### src/rtl/blue_motion_pkg.sv
// Shared game definitions: vertical motion states, screen and sprite
// geometry, and the bit positions inside the collision flag vector.
package blue_motion_pkg;

    // Vertical motion state of a character sprite
    typedef enum logic [1:0] {
        GROUND = 2'd0,
        RISE   = 2'd1,
        FALL   = 2'd2
    } vstate_t;

    // Visible screen size in pixels
    localparam int SCREEN_W = 640;
    localparam int SCREEN_H = 480;

    // Blue player sprite size in pixels
    localparam int BLUE_W = 47;
    localparam int BLUE_H = 41;

    // Bit indices inside the 4-bit collision flag vector
    localparam int COL_DOWN  = 0;
    localparam int COL_UP    = 1;
    localparam int COL_RIGHT = 2;
    localparam int COL_LEFT  = 3;

endpackage

### src/rtl/blue_motion.sv
// Motion controller for the blue player sprite: horizontal walking with
// screen clamping, plus a GROUND/RISE/FALL vertical state machine that
// models jumping and gravity. Everything advances once per frame tick.
module blue_motion
    import blue_motion_pkg::*;
#(
    parameter int X_INIT = 100,
    parameter int Y_INIT = 300,
    parameter int STEP_X = 2,
    parameter int JUMP_V = 8,
    parameter int GRAV   = 1,
    parameter int V_MAX  = 8,
    parameter int X_MAX  = SCREEN_W - BLUE_W,
    parameter int Y_MAX  = SCREEN_H - BLUE_H
) (
    input  logic       clk,
    input  logic       rst,
    input  logic       frame_tick,
    input  logic       key_left,
    input  logic       key_right,
    input  logic       key_jump,
    input  logic [3:0] is_Collision,
    output logic [9:0] x_blue,
    output logic [8:0] y_blue,
    output logic [1:0] state,
    output logic [3:0] vy,
    output logic       facing
);

    // Parameters sized to the arithmetic they take part in
    localparam logic [10:0] C_STEP_X = 11'(STEP_X);
    localparam logic [10:0] C_X_MAX  = 11'(X_MAX);
    localparam logic [9:0]  C_Y_MAX  = 10'(Y_MAX);
    localparam logic [9:0]  C_X_INIT = 10'(X_INIT);
    localparam logic [8:0]  C_Y_INIT = 9'(Y_INIT);
    localparam logic [3:0]  C_JUMP_V = 4'(JUMP_V);
    localparam logic [3:0]  C_GRAV   = 4'(GRAV);
    localparam logic [3:0]  C_V_MAX  = 4'(V_MAX);

    logic [9:0] r_x;
    logic [8:0] r_y;
    vstate_t    r_state;
    logic [3:0] r_vy;
    logic       r_facing;

    logic [9:0]  w_xNext;
    logic        w_facingNext;
    logic [8:0]  w_yNext;
    vstate_t     w_stateNext;
    logic [3:0]  w_vyNext;

    // Widened intermediates: the top bit catches overflow or borrow so
    // positions clamp instead of wrapping around the screen.
    logic [10:0] w_xSum;
    logic [10:0] w_xDiff;
    logic [9:0]  w_ySum;
    logic [9:0]  w_yDiff;
    logic [4:0]  w_vySum;

    assign w_xSum  = {1'b0, r_x} + C_STEP_X;
    assign w_xDiff = {1'b0, r_x} - C_STEP_X;
    assign w_ySum  = {1'b0, r_y} + {6'd0, r_vy};
    assign w_yDiff = {1'b0, r_y} - {6'd0, r_vy};
    assign w_vySum = {1'b0, r_vy} + {1'b0, C_GRAV};

    // Horizontal walking: one key at a time turns the sprite and steps it
    // unless a wall blocks that side; both or neither keys leave it alone.
    always_comb begin
        w_xNext      = r_x;
        w_facingNext = r_facing;
        if (key_right && !key_left) begin
            w_facingNext = 1'b1;
            if (!is_Collision[COL_RIGHT]) begin
                w_xNext = (w_xSum > C_X_MAX) ? C_X_MAX[9:0] : w_xSum[9:0];
            end
        end else if (key_left && !key_right) begin
            w_facingNext = 1'b0;
            if (!is_Collision[COL_LEFT]) begin
                w_xNext = w_xDiff[10] ? 10'd0 : w_xDiff[9:0];
            end
        end
    end

    // Vertical state machine: next state, speed and height for this frame
    always_comb begin
        w_stateNext = r_state;
        w_vyNext    = r_vy;
        w_yNext     = r_y;
        case (r_state)
            GROUND: begin
                if (key_jump && !is_Collision[COL_UP]) begin
                    w_stateNext = RISE;
                    w_vyNext    = C_JUMP_V;
                end else if (!is_Collision[COL_DOWN] && ({1'b0, r_y} < C_Y_MAX)) begin
                    w_stateNext = FALL;
                    w_vyNext    = 4'd0;
                end
            end
            RISE: begin
                if (is_Collision[COL_UP]) begin
                    w_stateNext = FALL;
                    w_vyNext    = 4'd0;
                end else if (w_yDiff[9]) begin
                    w_yNext     = 9'd0;
                    w_stateNext = FALL;
                    w_vyNext    = 4'd0;
                end else begin
                    w_yNext = w_yDiff[8:0];
                    if (r_vy <= C_GRAV) begin
                        w_stateNext = FALL;
                        w_vyNext    = 4'd0;
                    end else begin
                        w_vyNext = r_vy - C_GRAV;
                    end
                end
            end
            FALL: begin
                if (is_Collision[COL_DOWN]) begin
                    w_stateNext = GROUND;
                    w_vyNext    = 4'd0;
                end else if (w_ySum >= C_Y_MAX) begin
                    w_yNext     = C_Y_MAX[8:0];
                    w_stateNext = GROUND;
                    w_vyNext    = 4'd0;
                end else begin
                    w_yNext  = w_ySum[8:0];
                    w_vyNext = (w_vySum > {1'b0, C_V_MAX}) ? C_V_MAX : w_vySum[3:0];
                end
            end
            default: begin
                w_stateNext = FALL;
                w_vyNext    = 4'd0;
            end
        endcase
    end

    // Motion registers: reset wins over a tick, otherwise update once per frame
    always_ff @(posedge clk) begin
        if (rst) begin
            r_x      <= C_X_INIT;
            r_y      <= C_Y_INIT;
            r_state  <= FALL;
            r_vy     <= 4'd0;
            r_facing <= 1'b1;
        end else if (frame_tick) begin
            r_x      <= w_xNext;
            r_y      <= w_yNext;
            r_state  <= w_stateNext;
            r_vy     <= w_vyNext;
            r_facing <= w_facingNext;
        end
    end

    assign x_blue = r_x;
    assign y_blue = r_y;
    assign state  = r_state;
    assign vy     = r_vy;
    assign facing = r_facing;

endmodule

### config.mk
export PLATFORM = sky130hd
export DESIGN_NAME = blue_motion
export DESIGN_NICKNAME = d
export VERILOG_FILES = /design/src/rtl/blue_motion_pkg.sv /design/src/rtl/blue_motion.sv
export SDC_FILE = /design/constraint.sdc
export NUM_CORES = 1
export LEC_CHECK = 0
export CAP_MARGIN = 0
export CORE_MARGIN = 4
export CORE_UTILIZATION = 38
export DETAILED_ROUTE_END_ITERATION = 8
export HOLD_SLACK_MARGIN = 0.03
export PLACE_DENSITY = 0.62
export SETUP_SLACK_MARGIN = 0.1
export SKIP_CTS_REPAIR_TIMING = 1
export SYNTH_ARGS = -nofsm -noshare
export SYNTH_HDL_FRONTEND = slang
export SYNTH_SLANG_ARGS = --single-unit
### constraint.sdc
create_clock -name clk -period 5.1 [get_ports clk]
set_input_delay 1.02 -clock clk [delete_from_list [all_inputs] [get_ports clk]]
set_output_delay 1.02 -clock clk [all_outputs]
set_load 0.01 [all_outputs]
==> impl_metrics.yaml <==
synth:
  syn_inst: 363
  yosys.area.top_type_share_pct: 19.25
  synth_cell_type_count: 75
  yosys.area.top_type: "dfxtp_1"
  synthArstFlopShare_pct: 0
  synth_area_leaders: "dfxtp_1 (19%), ha_1 (7.4%), a21oi_1 (5.9%), o21ai_0 (5.6%), a31oi_1 (3.7%)"
  syn_nets: 391
  yosysWarnings: 0
  syn_area_per_cell_um2: 7.449
  yosysSeqAreaShare_pct: 19.25
  ys_ff_latch: 26
  netlist_area_um2: 2704
  synth-edff-count: 0
  ys.flop_type: "dfxtp_1"
detailed_routing:
  wl_per_cell_um: 15.46
  dr.first_iter.drc_count: 236
  drtAntennaViolNets: 0
  drt-total-wl_mm: 7.390
  drc: 0
  via_per_inst: 5.818
  drt_pass1_iterations: 4
  vias: 2781
power:
  p_comb_share_pct: 27.6
  power_switching_share_pct: 32.52
  power.density_nw_per_um2: 181.5
  leakage_nw: 1.048
  power.net_switching_mw: 0.1858
  clkPwrFrac_pct: 31.2
  vdd_drop_max_mv: 0.09928
  p_int_mw: 0.3855
  finalPower_mw: 0.5713
  pwr-share-seq_pct: 41.1
floorplan:
  ios: 36
  die_height_um: 92.35
  initial_core_util_pct: 39.36
  die-area_um2: 8529
  core.rowCount: 30
  die_w_um: 92.35
  coreArea_um2: 6869
place:
  port_buffers: 35
  dp_hpwl_mm: 5.513
  place.gp.congestion: 0.8552
  placed_area_um2: 3077
sta:
  finalSetupViolCount: 0
  finalSetupTns_ns: 0
  hold_ws_ns: 0.5002
  grt_setup_unrepaired: "false"
  final-max-slew-violation-count: 0
  max_slew_margin_pct: 47.34
  final.period_utilization_pct: 61.16
  tightest_slew_ns: 0.7847
  hold_viol_final: 0
  max_freq_ghz: 0.3206
  skew_ns: 0.006098
  min_period_ns: 3.119
worst_hold_path:
  hold_class: "flop to flop"
  worstHoldStart: "facing"
clock_network:
  h-tree-depth: 1
  cts_buffer_depth: 2
  clk_latency_ns: 0.27
  ctsRootBufferMaster: "clkbuf_8"
  clock_sinks: 26
  cts_tree: "yes"
  numCtsBuffers: 3
  clkTransAtPathRegs_ns: 0.11
worst_setup_path:
  crit_end: "x_blue[8]"
  cp-end-kind: "flop"
  cpPeakStageDelay_ns: 0.55
  regToRegEndpoint: "state[1]"
  path_max_fanout: 19
  crit_buf_inv: 1
  critPathLaunchType: "input port"
  r2r-start: "vy[0]"
  cp_data_required_time_ns: 5.27
  crit_family: "simple AND/OR/NAND/NOR gates"
  startpoint: "key_right"
  r2r_setup_slack_ns: 2.07
  critPathArrivalTime_ns: 3.29
  path_cells: "clkdlybuf4s50_1 > ha_1 > mux2i_1 > and2_1 > o21ai_0 > and2_1 > a311oi_1 > nor3_1"
  r2r_cells: 10
  cp_slowest_cell: "ha_1"
  cp.depth: 8
  critical_path_class: "input port to flop"
  crit_path_frequent_cell: "and2_1"
cells_and_area:
  diodes: 0
  finalNetCount: 411
  area_growth_pct: 16.43
  final_common_cell: "clkdlybuf4s50_1"
  drive_gt1_share_pct: 7.592
  final_cell_mix: "clkdlybuf4s50_1 (35), a21oi_1 (32), o21ai_0 (30), nand2_1 (26), dfxtp_1 (26)"
  finalInstanceArea_um2: 3148
  final_util_pct: 45.83
global_route:
  grt_pass1_wl_mm: 12.52
  gr-max-usage-layer: "met2"
  grt_use_met2_pct: 27.25
  antenna_found_initial: 0
  track_usage_pct: 17.43
  grt_pass1_vias: 2544
  grt_use_met3_pct: 1.625
  grt_max_degree: 20
  use_met1_pct: 25.68
  grt_remaining_overflow: 0
run:
  cap_viol_max_count: 0
run_status:
  outcome: "finished, final reports clean"
## cells by family (layout without fill, tap and decap cells)
logic type               after synthesis  after routing  synth area share (%)
flip-flops                            26             26                 19.25
adder cells (fa/ha/maj)               18             18                 8.885
AO/OA/AOI/OAI                        134            134                 34.75
AND/OR/NAND/NOR                      130            130                 26.28
XOR/XNOR                               8              8                 2.591
multiplexers                           3              3                 1.157
buffers and inverters                 44             63                 7.080
## layout make-up
cell class,instances,area [um^2]
clock buffers,3,41.29
inverters,23,86.33
fillers,694,3721
multi-input cells,293,1992
repair buffers,36,357.8
clock inverters,1,30.03
well taps,96,120.1
flip-flops and latches,26,520.5
## layer usage
layer	routed length (um)	up-vias	share of wire, %
met3	391	7	5.3
met1	3599	1279	49
met2	3320	84	45
met5	0	-	0
met4	78	0	1.1
li1	-	1411	-
## cells in the mapped netlist (all sizes together) (2+ instances only)
cell,number
a2111oi,2
a211oi,3
a21o,2
a21oi,33
a221oi,4
a311oi,2
a31o,2
a31oi,16
and2,5
and3,9
buf,9
clkbuf,12
dfxtp,26
fa,2
ha,16
inv,22
mux2i,2
nand2,26
nand2b,5
nand3,15
nand4,5
nor2,21
nor2b,8
nor3,14
nor3b,4
nor4,7
nor4b,2
o211ai,5
o21a,2
o21ai,35
o221ai,2
o22ai,2
o311a,2
o311ai,4
o31ai,5
o32ai,3
or2,3
or3,2
xnor2,5
xor2,3
## power by group through the flow
stage,clock network [mW],registers (mW),logic [mW]
CTS,0.182,0.235,0.157
global route,0.188,0.238,0.176
global placement,0,0.240,0.156
finish,0.179,0.235,0.158
detailed placement,0,0.240,0.156
floorplan,0,0.232,0.114
## stage by stage
stage	std cells	setup WS, ns
finish	478	1.981
global route	478	1.815
CTS	478	2.031
detailed placement	474	1.723
global placement	474	1.814
floorplan	363	2.363
## registers in the layout (all words and copies together), names as in the netlist
register	cells
state	2
vy	4
facing	1
x_blue	10
y_blue	9
## worst min path at each step
| stage | cells past startpoint | slack, ns | endpoint |
|---|---|---|---|
| floorplan | 2 | 0.51 | facing |
| global placement | 2 | 0.48 | facing |
| detailed placement | 2 | 0.48 | facing |
| CTS | 2 | 0.51 | facing |
| global route | 2 | 0.57 | facing |
| finish | 2 | 0.50 | facing |
## worst reg2reg max path, stage by stage (launching register included)
cell	delay [ns]
dfxtp_1	0.58
ha_1	0.25
inv_1	0.06
fa_1	0.45
or2_4	0.28
a221oi_2	0.27
xor2_1	0.22
a31oi_1	0.08
a21o_4	0.28
a2111oi_2	0.36
o21ai_1	0.11
(Power assumes the default switching activity.)
